## src/rtl/spf_pkg.sv

```systemverilog
// Shared types and constants for the spectrum peak tracker: FSM state
// encoding, frequency-resolution constants and decode, and the peak-slot record.
package spf_pkg;

   typedef enum logic [1:0] {
      IDLE   = 2'd0,
      SCAN   = 2'd1,
      COMMIT = 2'd2
   } spf_state_t;

   localparam int RES_W = 10;
   localparam logic [RES_W-1:0] RES_1    = 10'd1;
   localparam logic [RES_W-1:0] RES_10   = 10'd10;
   localparam logic [RES_W-1:0] RES_100  = 10'd100;
   localparam logic [RES_W-1:0] RES_1000 = 10'd1000;

   // Slot fields are wide enough for any supported DATA_W / ADDR_W (<= 16).
   localparam int SLOT_FIELD_W = 16;

   typedef struct packed {
      logic [SLOT_FIELD_W-1:0] mag;
      logic [SLOT_FIELD_W-1:0] idx;
   } peak_slot_t;

   function automatic logic [RES_W-1:0] res_decode(input logic [1:0] sel);
      case (sel)
         2'd0:    return RES_1;
         2'd1:    return RES_10;
         2'd2:    return RES_100;
         default: return RES_1000;
      endcase
   endfunction

endpackage

```

## src/rtl/spf_sorted_insert.sv

```systemverilog
// Ranked peak table: NUM_PEAKS slots kept in descending magnitude order.
// A new entry lands in front of the first empty or strictly smaller slot, so
// an equal later entry ranks below an earlier one; the last slot falls off.
module spf_sorted_insert
   import spf_pkg::*;
#(
   parameter int NUM_PEAKS = 2
) (
   input  logic                             clk,
   input  logic                             rst_n,
   input  logic                             clear,
   input  logic                             ins_en,
   input  peak_slot_t                       ins_slot,
   output peak_slot_t [NUM_PEAKS-1:0]       slots,
   output logic       [NUM_PEAKS-1:0]       slot_vld
);

   logic       [NUM_PEAKS-1:0] take;
   peak_slot_t [NUM_PEAKS-1:0] slots_nxt;
   logic       [NUM_PEAKS-1:0] vld_nxt;

   // Find the insertion rank and build the shifted table.
   always_comb begin
      take      = '0;
      slots_nxt = slots;
      vld_nxt   = slot_vld;
      for (int k = 0; k < NUM_PEAKS; k++) begin
         take[k] = !slot_vld[k] || (ins_slot.mag > slots[k].mag);
      end
      if (take[0]) begin
         slots_nxt[0] = ins_slot;
         vld_nxt[0]   = 1'b1;
      end
      for (int k = 1; k < NUM_PEAKS; k++) begin
         if (take[k]) begin
            slots_nxt[k] = take[k-1] ? slots[k-1] : ins_slot;
            vld_nxt[k]   = take[k-1] ? slot_vld[k-1] : 1'b1;
         end
      end
   end

   // Table register: clear dominates insert.
   always_ff @(posedge clk) begin
      if (!rst_n || clear) begin
         slots    <= '0;
         slot_vld <= '0;
      end else if (ins_en) begin
         slots    <= slots_nxt;
         slot_vld <= vld_nxt;
      end
   end

endmodule

```

## src/rtl/spectrum_peak_tracker.sv

```systemverilog
// Spectrum peak tracker: scans one FFT magnitude frame, keeps the NUM_PEAKS
// largest qualified local maxima and publishes amplitude/frequency per rank
// with amplitude hysteresis. Optional macro SPF_AMP_SCALE_EN enables the
// x125/32 display scaling of published amplitudes.
module spectrum_peak_tracker
   import spf_pkg::*;
#(
   parameter int DATA_W    = 10,
   parameter int ADDR_W    = 10,
   parameter int NUM_PEAKS = 2,
   parameter int FREQ_W    = 20,
   parameter int MIN_RISE  = 5,
   parameter int HYST      = 3
) (
   input  logic                             clk,
   input  logic                             rst_n,
   input  logic                             frame_start,
   input  logic                             bin_valid,
   input  logic [ADDR_W-1:0]                bin_idx,
   input  logic [DATA_W-1:0]                bin_mag,
   input  logic [1:0]                       res_sel,
   output logic [NUM_PEAKS*(DATA_W+2)-1:0]  peak_amp,
   output logic [NUM_PEAKS*FREQ_W-1:0]      peak_freq,
   output logic [3:0]                       peak_cnt,
   output logic                             result_valid,
   output logic                             busy
);

   localparam int AMP_W  = DATA_W + 2;
   localparam int PROD_W = SLOT_FIELD_W + RES_W;
   localparam logic [ADDR_W-1:0] LAST_BIN = '1;

   spf_state_t                             state;
   logic       [DATA_W-1:0]                win_w1;
   logic       [DATA_W-1:0]                win_w2;
   logic       [ADDR_W-1:0]                win_w1_idx;
   logic       [1:0]                       fill;
   logic signed [DATA_W:0]                 rise_p0;
   logic                                   cand_vld_p0;
   logic                                   ins_en;
   peak_slot_t                             ins_slot;
   peak_slot_t [NUM_PEAKS-1:0]             slots;
   logic       [NUM_PEAKS-1:0]             slot_vld;
   logic       [DATA_W-1:0]                held [NUM_PEAKS];
   logic       [NUM_PEAKS-1:0][FREQ_W-1:0] freq_r;
   logic       [RES_W-1:0]                 res;

   function automatic logic hyst_pass(input logic [SLOT_FIELD_W-1:0] mag,
                                      input logic [DATA_W-1:0] h);
      logic signed [SLOT_FIELD_W:0] diff;
      diff = $signed({1'b0, mag}) - $signed({1'b0, SLOT_FIELD_W'(h)});
      if (diff[SLOT_FIELD_W]) diff = -diff;
      return diff >= (SLOT_FIELD_W+1)'(HYST);
   endfunction

   function automatic logic [FREQ_W-1:0] sat_freq(input logic [PROD_W-1:0] p);
      if ((p >> FREQ_W) != '0) return '1;
      return FREQ_W'(p);
   endfunction

   function automatic logic [AMP_W-1:0] scale_amp(input logic [DATA_W-1:0] h);
`ifdef SPF_AMP_SCALE_EN
      logic [DATA_W+6:0] t;
      t = (DATA_W+7)'(h) * (DATA_W+7)'(125);
      return AMP_W'(t >> 5);
`else
      return AMP_W'(h);
`endif
   endfunction

   function automatic logic [3:0] count_vld(input logic [NUM_PEAKS-1:0] v);
      logic [3:0] c;
      c = '0;
      for (int k = 0; k < NUM_PEAKS; k++) c = c + 4'(v[k]);
      return c;
   endfunction

   // Stage p0: the live sample is the newest tap; w1 is the candidate bin.
   assign rise_p0     = $signed({1'b0, win_w1}) - $signed({1'b0, win_w2});
   assign cand_vld_p0 = (fill == 2'd2) && (win_w1 > bin_mag) && (win_w1 > win_w2) &&
                        (rise_p0 > (DATA_W+1)'(MIN_RISE));
   assign ins_en       = (state == SCAN) && bin_valid && !frame_start && cand_vld_p0;
   assign ins_slot.mag = SLOT_FIELD_W'(win_w1);
   assign ins_slot.idx = SLOT_FIELD_W'(win_w1_idx);
   assign res          = res_decode(res_sel);

   // Stage p1: ranked table, settled by the time COMMIT reads it.
   spf_sorted_insert #(
      .NUM_PEAKS (NUM_PEAKS)
   ) u_table (
      .clk      (clk),
      .rst_n    (rst_n),
      .clear    (frame_start),
      .ins_en   (ins_en),
      .ins_slot (ins_slot),
      .slots    (slots),
      .slot_vld (slot_vld)
   );

   // Frame FSM, sample window and result publishing.
   always_ff @(posedge clk) begin
      if (!rst_n) begin
         state        <= IDLE;
         win_w1       <= '0;
         win_w2       <= '0;
         win_w1_idx   <= '0;
         fill         <= '0;
         freq_r       <= '0;
         peak_cnt     <= '0;
         result_valid <= 1'b0;
         for (int k = 0; k < NUM_PEAKS; k++) held[k] <= '0;
      end else begin
         result_valid <= 1'b0;
         if (frame_start) begin
            state      <= SCAN;
            win_w2     <= '0;
            win_w1     <= bin_valid ? bin_mag : '0;
            win_w1_idx <= bin_idx;
            fill       <= bin_valid ? 2'd1 : 2'd0;
         end else begin
            case (state)
               SCAN: begin
                  if (bin_valid) begin
                     win_w2     <= win_w1;
                     win_w1     <= bin_mag;
                     win_w1_idx <= bin_idx;
                     if (fill != 2'd2) fill <= fill + 2'd1;
                     if (bin_idx == LAST_BIN) state <= COMMIT;
                  end
               end
               COMMIT: begin
                  state        <= IDLE;
                  result_valid <= 1'b1;
                  peak_cnt     <= count_vld(slot_vld);
                  for (int k = 0; k < NUM_PEAKS; k++) begin
                     if (slot_vld[k]) begin
                        freq_r[k] <= sat_freq(PROD_W'(slots[k].idx) * PROD_W'(res));
                        if (hyst_pass(slots[k].mag, held[k]))
                           held[k] <= slots[k].mag[DATA_W-1:0];
                     end else begin
                        freq_r[k] <= '0;
                        held[k]   <= '0;
                     end
                  end
               end
               default: state <= IDLE;
            endcase
         end
      end
   end

   // Stage p2: published view of the held results.
   for (genvar k = 0; k < NUM_PEAKS; k++) begin : g_amp
      assign peak_amp[k*AMP_W +: AMP_W] = scale_amp(held[k]);
   end

   assign peak_freq = freq_r;
   assign busy      = (state != IDLE);

endmodule

```

## config.mk

```make
export PLATFORM = sky130hd
export DESIGN_NAME = spectrum_peak_tracker
export DESIGN_NICKNAME = d
export VERILOG_FILES = /design/src/rtl/spf_pkg.sv /design/src/rtl/spf_sorted_insert.sv /design/src/rtl/spectrum_peak_tracker.sv
export SDC_FILE = /design/constraint.sdc
export NUM_CORES = 1
export LEC_CHECK = 0
export ABC_AREA = 1
export ABC_CLOCK_PERIOD_IN_PS = 7700
export BUFFER_PORTS_ARGS = -buffer_cell sky130_fd_sc_hd__buf_2
export CAP_MARGIN = 10
export CELL_PAD_IN_SITES_DETAIL_PLACEMENT = 1
export CELL_PAD_IN_SITES_GLOBAL_PLACEMENT = 1
export CORE_AREA = 2 2 203 165
export DETAILED_ROUTE_END_ITERATION = 10
export DIE_AREA = 0 0 205 167
export PLACE_DENSITY = 0.82
export SLEW_MARGIN = 5
export SYNTH_ARGS = -nofsm -noshare
export SYNTH_HDL_FRONTEND = slang
export SYNTH_SLANG_ARGS = --single-unit
```

## constraint.sdc

```tcl
create_clock -name clk -period 7.7 [get_ports clk]
set_input_delay 1.54 -clock clk [delete_from_list [all_inputs] [get_ports clk]]
set_output_delay 1.54 -clock clk [all_outputs]
set_load 0.01 [all_outputs]
```

==> run metrics <==
status=complete, no violations; clock tree from TritonCTS=yes; Initial Util=roughly 46%; Clock Skew=approximately 0.017 ns; first-pass GRT wire length=72000 microns; cell taking the most area after synthesis=dfxtp_1; CP arrival=7.14 ns; Static Leakage=0.00845 uW; ys flop type=dfxtp_1; largest cells by area after synthesis=dfxtp_1 18%, ha_1 17%, fa_1 15%; critical setup path kind=in2reg; Setup Buffers After CTS=0; io pins=96; RD Place Congestion=a little under 0.9; synthesized area=14700 sq um; average wire per standard cell=around 17 microns; largest net degree at the start of global routing=between 50 and 60; worst skew pair latency=roughly 0.44 ns; Clock Path Buffers=2; ys async rst share=0%; VDD IR max=roughly 0.15 mV; total track usage=between 20% and 30%; Initial DRT Pass Iterations=5; Reg clk slew, reported paths=about 0.070 ns; most frequent cell after synthesis=nand2_1; Pwr per Cell Area=109 nW/um^2; Syn Area/Cell=around 7 sq um; Post-DRT Antenna Nets=0; Final Hold Fails=0; Total Routed Length=43200 microns; Cell Rows=59; Unique masters post-synth=55; share of the synthesized area in the top cell type=about 18%; core area=32200 sq um; die span in y=between 150 and 200 microns; DP Area=around 15000 sq um; synth cell count leaders=431 x nand2_1, 344 x inv_1, 198 x ha_1; nets@finish=2437; Layout Area Growth over Synthesis=9.07%; vias per cell=5.38; Total Neg Setup Slack=0 ns; cts bufs inserted=17; EDFF count, synth=10; worst path required time=7.96 ns; root buffer cell=clkbuf_16; share of post-route cells with drive strength above 1=approximately 9%; register area=around 2900 sq um; worst hold path type=reg2reg; register area share after synthesis=between 15 and 20%; Worst slew margin=roughly 30%; RSZ-0062 raised after global routing=false; Most Used Layer, Global Route=met2; upper clock frequency limit=between 100 and 150 MHz; met1 Usage GRT=between 30% and 40%; cells after synthesis=around 2000; Slew Viols, Final=0; vias in the first global route=roughly 15000; final setup vio count=0; htree depth=4; Worst setup EP type=flop; DR iter-0 viols=~740; clock sink count=about 140; fin area=around 16000 sq um; CP Launch Type=input pin; Placed Cells=2512; Die Area=about 34000 sq um; fin crit share=roughly nine tenths; area of the multi-input gates=10200 sq um; Tmin final=around 6.9 ns; number of fill cells in the layout=roughly 4200; Port Buf Inserts=between 80 and 90; antenna violations before repair=1; Detail Placement HPWL=~35000 microns; Gates resized, CTS repair=0; synth warn=0; remaining routing DRC violations=0; met2 global-route usage=46.3%; Final Non-Filler Cells=between 2000 and 3000; synthesized flop and latch total=between 100 and 150; Hold Buf Count CTS=0; Overflow after GRT=0; Max Cap Viol=0; Horiz. Die Dim=between 200 and 250 microns; worst slew pin tran=1.05 ns; Vias=approximately 14000; grt met3 use=under 10%; crit-path max FO=29
-- final cells by class --
cell class | count | share of cell area (%)
diodes | 1 | 0.0156
clock buffers | 19 | 2.76
clock inverters | 13 | 0.804
inverters | 357 | 8.38
multi-input cells | 1493 | 63.5
flip-flops and latches | 139 | 18.0
well taps | 427 | 3.33
repair buffers | 97 | 3.18
-- cell families after synthesis --
kind of cell,Yosys count,share of synthesized area (%)
AO/OA/AOI/OAI,334,12.2
XOR/XNOR,31,1.85
adder cells (fa/ha/maj),306,31.6
buffers and inverters,417,11.2
flip-flops,139,19.6
other,1,0.0255
AND/OR/NAND/NOR,816,23.5
-- routing by layer --
metal  wire length [microns]  part of all wire, %
met2                   21600                   50
met3                    1430                  3.3
met5                       0                    0
met1                   19400                   45
met4                     784                  1.8
-- power breakdown --
group | switching [uW] | leakage (uW) | internal, uW | total, uW
sequential | 14.2 | 0.00115 | 739 | 753
combinational | 120 | 0.00703 | 61.7 | 181
clock | 354 | 0.000277 | 460 | 814
-- layout by cell type (no fill, tap or decap), types with 9 or more instances in the layout --
master | Yosys | final
nand2_1 | 431 | 431
inv_1 | 344 | 344
ha_1 | 198 | 198
nor2_1 | 195 | 195
a21oi_1 | 171 | 171
dfxtp_1 | 129 | 129
o21ai_0 | 118 | 118
nand3_1 | 115 | 115
fa_1 | 108 | 108
buf_2 | 10 | 89
xor2_1 | 20 | 20
nand4_1 | 19 | 19
nand2_2 | 17 | 17
clkbuf_16 | 0 | 17
xnor2_1 | 11 | 11
edfxtp_1 | 10 | 10
inv_2 | 9 | 9
nor3_1 | 9 | 9
-- flip-flops by register name, summed over array words and instances, names as in the netlist --
register,count
held,20
win_w2,10
result_valid,1
win_w1,10
state,2
peak_cnt,2
u_table.slot_vld,2
u_table.slots,40
fill,2
peak_freq,40
win_w1_idx,10
-- final timing paths --
kind / startpoint / end / slack, ns / cells after the start
worst max-delay path: res_sel[0] / peak_freq[39] / 0.82 / 23
worst min-delay path: win_w2[2] / win_w2[2] / 0.46 / 2
worst max register to register: u_table.slots[34] / peak_freq[39] / 1.94 / 22
worst min register to register: win_w2[2] / win_w2[2] / 0.46 / 2
-- worst max-delay path, stage by stage --
cell and delay, ns:
buf_2 0.11, buf_4 0.22, nor2_1 0.41, nand2_1 0.15
fa_1 0.54, inv_1 0.05, fa_1 0.49, inv_1 0.05
fa_1 0.47, fa_1 0.57, inv_1 0.07, fa_1 0.47
ha_1 0.36, a21oi_1 0.18, o21ai_1 0.16, nand3_1 0.10
nand2_1 0.10, a211oi_1 0.26, nand2_1 0.38, inv_1 0.19
nand3_1 0.10, nand2_1 0.08, a21oi_1 0.08
-- per-stage QoR --
step           hold slack, ns  setup WS, ns  power [uW]  util [%]
3_3_place_gp            0.447         0.740         935      48.0
5_1_grt                 0.488         0.319        1810      49.8
6_report                0.463         0.821        1750      49.8
4_1_cts                 0.466         0.816        1750      49.7
3_5_place_dp            0.455         0.414         947      48.0
2_1_floorplan           0.435         0.921         893         -
Note: power is estimated with default switching activity, not from simulation.
